### config.mk
export PLATFORM = sky130hd
export DESIGN_NAME = spm_driver
export DESIGN_NICKNAME = d
export VERILOG_FILES = /design/src/rtl/spm_driver.sv
export SDC_FILE = /design/constraint.sdc
export NUM_CORES = 1
export LEC_CHECK = 0
export ABC_AREA = 1
export CAP_MARGIN = 20
export CORE_UTILIZATION = 50
export CTS_BUF_LIST = sky130_fd_sc_hd__clkbuf_2
export CTS_CLUSTER_DIAMETER = 60
export DETAILED_ROUTE_END_ITERATION = 16
export PLACE_DENSITY_LB_ADDON = 0.12
export SLEW_MARGIN = 20
export SYNTH_ARGS = -nofsm -noshare
export SYNTH_HDL_FRONTEND = slang
export SYNTH_SLANG_ARGS = --single-unit
### constraint.sdc
create_clock -name clk -period 4.6 [get_ports clk]
set_clock_uncertainty 0.05 [all_clocks]
set_input_delay 0.69 -clock clk [delete_from_list [all_inputs] [get_ports clk]]
set_output_delay 0.69 -clock clk [all_outputs]
set_load 0.02 [all_outputs]
### src/rtl/spm_driver.sv
// Host-side driver for a serial-parallel multiplier: holds A on the parallel bus,
// streams sign-extended B LSB-first, and gathers the serial product into a word.
module spm_driver #(
   parameter int SIZE  = 32,
   parameter int P_LAT = 1
) (
   input  logic              clk,
   input  logic              rst,
   input  logic              in_valid,
   output logic              in_ready,
   input  logic [SIZE-1:0]   in_a,
   input  logic [SIZE-1:0]   in_b,
   output logic              spm_rst,
   output logic [SIZE-1:0]   spm_x,
   output logic              spm_y,
   input  logic              spm_p,
   output logic              out_valid,
   input  logic              out_ready,
   output logic [2*SIZE-1:0] out_prod,
   output logic [1:0]        dbg_state
);

   // Handshakes: a transfer happens on a rising edge where valid && ready are both high;
   // valid, once raised, holds its payload until that edge, and ready may depend on state only.

   localparam int CW = $clog2(2*SIZE+P_LAT+1);
   localparam logic [CW-1:0] CNT_LAST = CW'(2*SIZE+P_LAT-1);
   localparam logic [CW-1:0] CNT_LAT  = CW'(P_LAT);

   typedef enum logic [1:0] {IDLE = 2'd0, CLEAR = 2'd1, SHIFT = 2'd2, DONE = 2'd3} state_t;

   state_t            state;
   state_t            state_nxt;
   logic [SIZE-1:0]   x_reg;
   logic [SIZE-1:0]   y_sh;
   logic [CW-1:0]     cnt;
   logic [2*SIZE-1:0] prod_sh;

   always_ff @(posedge clk) begin
      if (rst) state <= IDLE;
      else     state <= state_nxt;
   end

   always_comb begin
      state_nxt = state;
      case (state)
         IDLE:  if (in_valid)        state_nxt = CLEAR;
         CLEAR:                      state_nxt = SHIFT;
         SHIFT: if (cnt == CNT_LAST) state_nxt = DONE;
         DONE:  if (out_ready)       state_nxt = IDLE;
         default:                    state_nxt = IDLE;
      endcase
   end

   always_ff @(posedge clk) begin
      if (rst) begin
         x_reg   <= '0;
         y_sh    <= '0;
         cnt     <= '0;
         prod_sh <= '0;
      end else begin
         case (state)
            IDLE: begin
               if (in_valid) begin
                  x_reg <= in_a;
                  y_sh  <= in_b;
               end
            end
            CLEAR: begin
               cnt     <= '0;
               prod_sh <= '0;
            end
            SHIFT: begin
               // Arithmetic shift keeps feeding the sign bit once B's own bits run out.
               y_sh <= {y_sh[SIZE-1], y_sh[SIZE-1:1]};
               cnt  <= cnt + 1'b1;
               if (cnt >= CNT_LAT) prod_sh <= {spm_p, prod_sh[2*SIZE-1:1]};
            end
            default: begin
            end
         endcase
      end
   end

   always_comb begin
      in_ready  = (state == IDLE) && !rst;
      spm_rst   = (state == CLEAR);
      spm_x     = '0;
      spm_y     = 1'b0;
      out_valid = (state == DONE);
      out_prod  = '0;
      dbg_state = state;
      if (state == CLEAR || state == SHIFT) spm_x = x_reg;
      if (state == SHIFT)                   spm_y = y_sh[0];
      if (state == DONE)                    out_prod = prod_sh;
   end

endmodule

==> flow_summary.ini <==
[run_status]
status = finished clean

[cts]
post_cts_resized = 0
clk_transition_reported_paths_ns = 0.18
ctsHtreeMaxLevel = 4
post_cts_buffers = 0
tritoncts = done
cts.sinks = 137
clk_latency_ns = 0.69
cts_made_buffers = 17
cts_root_buf = clkbuf_2
cts_buffer_depth = 2
hold_buffers = 0

[global_routing]
grt_max_degree = 68
antenna_found_initial = 0
grt_pass1_vias = 5132
grt_pass1_wl_um = 24050
grt_usage_pct = 23.47
overflow = 0

[sta]
timing.slew.headroom_pct = 27.91
setup_violations = 0
maxSlewViolCount = 0
finalCritPeriodShare_pct = 82.95
holdWs_ns = 0.4297
finalSetupTns_ns = 0
fmax_mhz = 262.1
rsz0062_at_grt = no
hold_viol_final = 0
worstMarginPinSlew_ns = 1.077
min_period_ns = 3.816

[die]
die-height_um = 112.6
die_w_um = 112.6
die_area_um2 = 12670
start_util_pct = 51.10
rows = 40
pin_count = 171
coreArea_um2 = 11960

[pwr]
p_per_area_nw_per_um2 = 442.9
power_mw = 3.571
leakagePower_nw = 3.625
peakVddDrop_uv = 256.9

[logic_synthesis]
ys_ff_latch = 137
yosysWarnings = 0
yosysSeqAreaShare_pct = 44.87
synthCells = 891
synth.net_count = 968
netlist_area_um2 = 6112
synth_cell_types = 20
avgSynthCellArea_um2 = 6.860

[worst_setup_path]
critPathMaxFanout = 33
rrSetupSlack_ns = 1.92
crit_arrival_ns = 3.08
cp-start-kind = flop
criticalPathCategory = flop to output pin
critPathRequiredTime_ns = 3.86
end_kind = output pin

[route]
vias = 6035
route.met3.wl_um = 661
via_per_inst = 5.114
m1WireLength_um = 6882
wl_met2_um = 6904
wirelength_um = 14810
maxUsedRoutingLayer = met4
wire_per_inst_um = 12.55
drc = 0
drt_iter0_markers = 372
drt-pass1-iter-count = 5
ant_nets = 0

[layout]
finalNonFillerCells = 1180
final_layout_size_suffix_gt1_share_pct = 4.356
fin_nets = 1099
largest_reg_flops = 64
areaGrowthSynthToFinish_pct = 31.93
n_antenna_cell = 0
final_common_cell = nand2_1
layout_common_cells = nand2_1, clkdlybuf4s50_1, dfxtp_1, nand3_1, inv_1

[place]
dp_hpwl_um = 9222
dpl.cell_count = 1149
io_buffers = 170
place.gp.congestion = 0.7938

[worst_hold_path]
hold_path_class = flop to flop

[job]
maxCapViolCount = 0
==> layer usage <==
layer / global-route usage (%) / vias to the layer above
met3: 5.292 / 30
met4: 10.31 / 0
li1: - / 3125
met1: 30.94 / 2699
met5: 0 / -
met2: 36.83 / 181
==> cells in the mapped netlist <==
cell	number	share of area [%]
clkbuf_1	51	3.1
a211oi_1	1	0.12
nand4_1	2	0.20
dfxtp_1	137	45
o21bai_1	1	0.12
o21ai_2	1	0.14
a21oi_1	70	5.7
buf_2	5	0.41
a31oi_1	31	3.2
nand3_1	132	11
buf_4	4	0.49
ha_1	8	1.6
inv_2	1	0.061
nor2_1	81	5.0
inv_1	112	6.9
buf_1	9	0.55
nand2_1	176	11
o21ai_4	1	0.27
o21ai_0	67	5.5
o31ai_1	1	0.12
==> worst paths after layout <==
path	cells past startpoint	endpoint	from
min	2	y_sh[7]$_SDFFE_PP0P_	y_sh[8]$_SDFFE_PP0P_
max reg2reg	7	y_sh[1]$_SDFFE_PP0P_	dbg_state[0]$_SDFFE_PP0P_
min reg2reg	2	y_sh[7]$_SDFFE_PP0P_	y_sh[8]$_SDFFE_PP0P_
max	5	spm_x[16]	dbg_state[0]$_SDFFE_PP0P_
==> area by class of cell <==
type	instances	area (um^2)
inverters	113	424.2
flip-flops and latches	137	2743
clock inverters	12	133.9
clock buffers	18	90.09
well taps	147	183.9
fillers	1087	3897
multi-input cells	572	2690
repair buffers	181	1799
==> worst max-delay path, cell delays in order, from the launching register on <==
cell and delay (ns):
dfxtp_1 0.45, inv_1 0.14, ha_1 0.98, nand2_1 0.12
inv_1 0.09, clkdlybuf4s50_1 0.61
==> metrics by stage <==
| step | area (um^2) | setup slack [ns] | utilization, % |
|---|---|---|---|
| floorplan | 6112 | 2.231 | - |
| global placement | 7812 | 1.654 | 65.31 |
| detailed placement | 7812 | 1.500 | 65.31 |
| CTS | 8036 | 0.6701 | 67.19 |
| global route | 8064 | 0.4295 | 67.42 |
| finish | 8064 | 0.7842 | 67.42 |
==> power by group <==
part	leakage (nW)	internal, mW	switching (mW)	total [mW]
sequential	1.12	1.39	0.110	1.50
clock	0.142	0.289	0.413	0.702
combinational	2.37	0.460	0.910	1.37
total	3.62	2.14	1.43	3.57
==> cell families after synthesis <==
kind of cell,count (synthesis),share of synthesized area (%)
AOI/OAI and AO/OA,173,15.17
buffers and inverters,182,11.52
DFF,137,44.87
and+or+nand+nor,391,26.80
adders and majority gates,8,1.638
(Power assumes the default switching activity.)
